File: src/rtl/uart_rx_fifo.sv
// uart_rx_fifo: receive-side buffer behind a UART receiver.
// It synchronises the receiver's Data_Ready level and captures one byte per
// assertion. Each byte is acknowledged on CLR_Rec. Bytes are stored in a
// 2^DEPTH_LOG2-entry circular FIFO that a reader drains with Rd_En.
// Optional feature macro: UART_RX_PARITY_FILTER_EN. When it is defined,
// bytes that carry a parity error are acknowledged and counted, but they
// are not stored.
module uart_rx_fifo #(
  parameter int DEPTH_LOG2 = 3
) (
  input  logic                  CLK,
  input  logic                  CLR,
  input  logic [7:0]            Data_Rx,
  input  logic                  Data_Ready,
  input  logic                  parity_err,
  output logic                  CLR_Rec,
  input  logic                  Rd_En,
  output logic [7:0]            Rd_Data,
  output logic                  Empty,
  output logic                  Full,
  output logic [DEPTH_LOG2:0]   Count,
  output logic                  Overrun,
  output logic [7:0]            Err_Cnt
);

  localparam int AW    = DEPTH_LOG2;
  localparam int DEPTH = 1 << DEPTH_LOG2;

  typedef enum logic [1:0] {IDLE, CAPTURE, ACK} state_t;

  state_t      state;
  logic        rdy_m, rdy_s;
  logic [AW:0] wr_ptr, rd_ptr;
  logic [7:0]  mem [DEPTH];

  logic cap, rej, rd_fire, wr_fire, drop;

  // Flags come straight from the pointer registers; there is no path from an input
  assign Empty = (wr_ptr == rd_ptr);
  assign Full  = (wr_ptr[AW] != rd_ptr[AW]) && (wr_ptr[AW-1:0] == rd_ptr[AW-1:0]);
  assign Count = wr_ptr - rd_ptr;

  assign cap = (state == CAPTURE);

`ifdef UART_RX_PARITY_FILTER_EN
  assign rej = parity_err;
`else
  // Without the filter every byte is eligible; parity_err is deliberately ignored
  assign rej = parity_err & 1'b0;
`endif

  // A read in the CAPTURE cycle frees a slot, so a full FIFO can still accept the byte
  assign rd_fire = Rd_En && !Empty;
  assign wr_fire = cap && !rej && (!Full || Rd_En);
  assign drop    = cap && !rej && Full && !Rd_En;

  // Two-flop synchroniser for the asynchronous ready level
  always_ff @(posedge CLK) begin
    if (CLR) begin
      rdy_m <= 1'b0;
      rdy_s <= 1'b0;
    end else begin
      rdy_m <= Data_Ready;
      rdy_s <= rdy_m;
    end
  end

  // Handshake FSM: capture once per ready level, then hold ack until ready drops
  always_ff @(posedge CLK) begin
    if (CLR) begin
      state   <= IDLE;
      CLR_Rec <= 1'b0;
    end else begin
      case (state)
        IDLE: begin
          CLR_Rec <= 1'b0;
          if (rdy_s) state <= CAPTURE;
        end
        CAPTURE: begin
          CLR_Rec <= 1'b1;
          state   <= ACK;
        end
        ACK: begin
          if (!rdy_s) begin
            CLR_Rec <= 1'b0;
            state   <= IDLE;
          end
        end
        default: begin
          CLR_Rec <= 1'b0;
          state   <= IDLE;
        end
      endcase
    end
  end

  // Storage array; CLR leaves the contents alone
  always_ff @(posedge CLK) begin
    if (wr_fire) mem[wr_ptr[AW-1:0]] <= Data_Rx;
  end

  // Pointers, read data and the sticky overrun flag.
  // A read in the same cycle as a write sees the old entry, with no bypass.
  always_ff @(posedge CLK) begin
    if (CLR) begin
      wr_ptr  <= '0;
      rd_ptr  <= '0;
      Rd_Data <= 8'h00;
      Overrun <= 1'b0;
    end else begin
      if (wr_fire) wr_ptr <= wr_ptr + 1'b1;
      if (rd_fire) begin
        Rd_Data <= mem[rd_ptr[AW-1:0]];
        rd_ptr  <= rd_ptr + 1'b1;
      end
      if (drop) Overrun <= 1'b1;
    end
  end

`ifdef UART_RX_PARITY_FILTER_EN
  // Count parity-rejected bytes; the counter saturates at 255
  always_ff @(posedge CLK) begin
    if (CLR)                            Err_Cnt <= 8'h00;
    else if (cap && rej && Err_Cnt != 8'hFF) Err_Cnt <= Err_Cnt + 8'h01;
  end
`else
  assign Err_Cnt = 8'h00;
`endif

endmodule

File: config.mk
export PLATFORM = sky130hd
export DESIGN_NAME = uart_rx_fifo
export DESIGN_NICKNAME = d
export VERILOG_FILES = /design/src/rtl/uart_rx_fifo.sv
export SDC_FILE = /design/constraint.sdc
export NUM_CORES = 1
export LEC_CHECK = 0
export ABC_AREA = 0
export CAP_MARGIN = 10
export CORE_ASPECT_RATIO = 1.2
export CORE_MARGIN = 2
export CORE_UTILIZATION = 60
export CTS_CLUSTER_SIZE = 10
export DETAILED_ROUTE_END_ITERATION = 10
export GPL_TIMING_DRIVEN = 0
export PLACE_DENSITY = 0.84
export SLEW_MARGIN = 20
export SYNTH_ARGS = -nofsm -noshare
export SYNTH_HDL_FRONTEND = slang
export SYNTH_SLANG_ARGS = --single-unit
File: constraint.sdc
create_clock -name CLK -period 7.9 [get_ports CLK]
set_input_delay 1.975 -clock CLK [delete_from_list [all_inputs] [get_ports CLK]]
set_output_delay 1.975 -clock CLK [all_outputs]
set_load 0.005 [all_outputs]
==> results <==
- The run finished with clean final reports.
- The final wirelength is 6080 um.
- The number of buffers added by the clock tree synthesis step is 9.
- After synthesis the cells add up to 3500 sq um.
- By area, the combinational part of the netlist is dominated by multiplexers.
- For this run, the number of Yosys warnings is 0.
- For this design the top-level I/O count stands at 37.
- The wire length of the first global-routing pass is 9460 um.
- The first routing iteration left 114 violations.
- Entering global routing, the biggest net connects 18 pins.
- The die boundary width is 73.8 um.
- The area inside the core boundary is 5670 sq um.
- Once the clock tree was built, the resizer swapped 0 gates to a different size.
- Of the available clock period, the critical path in the final layout requires 0.579.
- The cell sitting at the root of the clock tree is a clkbuf_8.
- The routed layout has 1905 vias.
- After synthesis, the netlist uses 36 different library cells.
- The post-synthesis xor/xnor area fraction is 0.0246.
- The class of the tightest hold or removal check is reg -> reg.
- The share of the Yosys chip area taken by registers is 0.674.
- The slowest stage of the critical path belongs to the cell clkdlybuf4s50_1.
- The number of buffers inserted for hold repair after clock tree synthesis is 0.
- Of the total synthesized cell area, the portion taken by full adders, half adders and majority gates is 0.0236.
- The global routing usage summed across all routing layers is 0.212.
- The maximum count of clock buffers along a single path is 2.
- Measured on the finished design, the core utilization comes to 0.729.
- After floorplanning, the core was divided into 30 placement rows.
- For the pin with the worst max-slew slack, the measured transition is 1.03 ns.
- Excluding fillers, the count of instances in the completed layout stands at 344.
- Synthesis produced 212 cells.
- The remaining antenna violation count after routing is 0.
- In this run the tool buffered the top-level ports with 27 buffer cells.
- TritonCTS built the clock tree.
- The final routed DRC violation total is 0.
- The start-to-end type of the worst setup path is reg -> out.
- The number of antenna repair diodes is 0.
- The die is 87.7 um tall.
- Clock latency on the worst-skew pair, taken at its later pin, is 0.36 ns.
- The mux contribution to synthesized area is 0.131.
- Counting flops with a built-in enable in the synthesized netlist gives 64.
- The per-instance average area after synthesis is 16.5 sq um.
- The count of H-tree levels built during CTS is 3.
- The signal on the critical path passes through buf_2 > buf_2 > inv_1 > ha_1 > nand3_2 > nor2_1 > clkdlybuf4s50_1.
- The area growth from synthesis to layout is 17.9%.
- The simple-gate share of the synthesized area is 0.0518.
- The number of global-route vias before repair was 1842.
- The starting density of the core is 0.618.
- The delay of the slowest cell on the worst path is 0.51 ns.
- The tightest hold path in the finished design has a slack of 0.441 ns.
- The placer congestion estimate is 0.846.
- The worst setup path is launched from a register.
- In this run the static leakage power is 1.38 nW.
- The leading register cell type out of synthesis is edfxtp_1.
- In the final routed layout, each cell accounts on average for 17.7 um.
- The dominant cell type by count on the critical path is buf_2.
- The layout cell share with drive strength beyond 1 is 0.223.
- The total setup violations reported at the end of the flow is 0.
- For this run, the top clock speed supported by timing is 219 MHz.
- The number of hold violations in the final report is 0.
- The fraction of the mapped netlist area in compound gates was 0.0496.
- The die footprint is 6470 sq um.
- The required time of the critical path is 5.93 ns.
- The endpoint type of the worst setup path is a primary output.
- The maximum VDD drop is 0.000151 V.
- Adding up every negative setup slack in the final design gives 0 ns.
- The placed wire-length estimate after detailed placement is 3970 um.
- The number of pins exceeding their max-slew limit in the final report is 0.
- The count of cells along the worst hold path is 1.
- The worst clock skew is 0.0148 ns.
- The worst pin sits at a relative slew slack of 0.312.
- STA puts the critical path data arrival time at 2.60 ns.
- The worst-path maximum fanout is 10.
- The count of fill cells added during filler insertion is 365.
- Across the run, the number of max-cap violations was 0.
- The minimum clock period is 4.57 ns.
- After clock tree synthesis, the clock-pin slew on the worst setup and hold paths is 0.09 ns.
- The worst reg2reg path depth is 7.
- The detailed-route vias per instance is 5.54.
- The number of setup buffers added after CTS is 0.
- The number of clock sinks is 86.
- In this run the power density over the cells is 203 nW/um^2.
- Summed over all layers, the global routing overflow is 0.
- The initial antenna violation count came to 0.
- Setup repair after global routing left no endpoint under its margin.
- Counting flops and latches in the post-synthesis netlist gives 86.
- The final layout net count is 278.
- Counting tap cells, the placed design contains a total of 328 instances.
- The fraction of registers with async set/reset is 0.
- The first-pass iteration count of the detailed router is 4.
- For flop-to-flop paths, the worst setup slack is 4.95 ns.
placed cells by master, fill, tap and decap left out, types with 7 or more instances in the layout:
master and count:
a211oi_1 7, buf_4 10, clkbuf_8 9, clkdlybuf4s50_1 27
conb_1 8, dfxtp_1 22, edfxtp_1 64, inv_1 7
mux2i_1 10, mux4_2 16, nor2_1 22
final cells by class:
class | count | area, sq um | area share
Timing Repair Buffer | 29 | 283 | 0.0684
Clock inverter | 7 | 68.8 | 0.0167
Sequential cell | 86 | 2360 | 0.572
Inverter | 7 | 26.3 | 0.00636
Multi-Input combinational cell | 109 | 1040 | 0.252
Clock buffer | 9 | 124 | 0.0300
Tap cell | 80 | 100 | 0.0242
Buffer | 17 | 128 | 0.0309
Yosys cell counts (2+ instances only):
| cell | n | area (sq um) |
|---|---|---|
| xnor2_1 | 5 | 43.8 |
| xor2_1 | 3 | 26.3 |
| mux4_2 | 16 | 360 |
| mux2i_1 | 10 | 100 |
| nor2_1 | 22 | 82.6 |
| edfxtp_1 | 64 | 1920 |
| a21oi_1 | 4 | 20.0 |
| nand2_1 | 3 | 11.3 |
| buf_4 | 9 | 67.6 |
| clkbuf_1 | 2 | 7.51 |
| ha_1 | 5 | 62.6 |
| nor3_1 | 5 | 25.0 |
| o21a_1 | 2 | 15.0 |
| buf_2 | 3 | 15.0 |
| dfxtp_1 | 22 | 440 |
| a211oi_1 | 7 | 52.6 |
| o211ai_1 | 2 | 15.0 |
| nor2b_1 | 3 | 18.8 |
| inv_1 | 7 | 26.3 |
| buf_6 | 2 | 22.5 |
power breakdown:
part	leakage, nW	internal [mW]	switching, mW
clock	0.0907	0.121	0.169
sequential	0.754	0.489	0.00293
combinational	0.531	0.0303	0.0268
total	1.38	0.641	0.199
layer usage:
| layer | global-route usage | wire length, um |
|---|---|---|
| met2 | 0.343 | 3160 |
| met5 | 0 | 0 |
| met1 | 0.258 | 2460 |
| met3 | 0.0656 | 326 |
| met4 | 0.104 | 127 |
state kept, by name, indices dropped and copies added, names as in the netlist:
| name | cells |
|---|---|
| state | 2 |
| wr_ptr | 4 |
| mem | 64 |
| CLR_Rec | 1 |
| rdy_s | 1 |
| rd_ptr | 4 |
| rdy_m | 1 |
| Overrun | 1 |
| Rd_Data | 8 |
path summary, 6_finish.rpt:
check	start	end
setup reg to reg	rd_ptr[2]	mem[5][5]
setup / recovery	rd_ptr[2]	Full
hold reg to reg	state[1]	state[0]
hold / removal	state[1]	state[0]
stage by stage:
step                setup WS [ns]  area (sq um)  power, mW
global placement             3.20          3900      0.558
finish                       3.33          4130      0.839
CTS                          3.28          4130      0.845
global route                 3.16          4130      0.869
floorplan                    4.38          3530      0.532
detailed placement           3.69          3940      0.560
kinds of logic after synthesis:
logic type | after synthesis
adder cells (fa/ha/maj) | 6
buffers and inverters | 24
AO/OA/AOI/OAI | 21
XOR/XNOR | 9
AND/OR/NAND/NOR | 39
other | 1
flip-flops | 86
multiplexers | 26
worst max-delay path: cells and delay by family, from the launching register on:
kind / cells / cell delay [ns]
buffers and inverters: 4 / 1.19
and+or+nand+nor: 2 / 0.38
adders and majority gates: 1 / 0.36
DFF: 1 / 0.31
(Power assumes the default switching activity.)
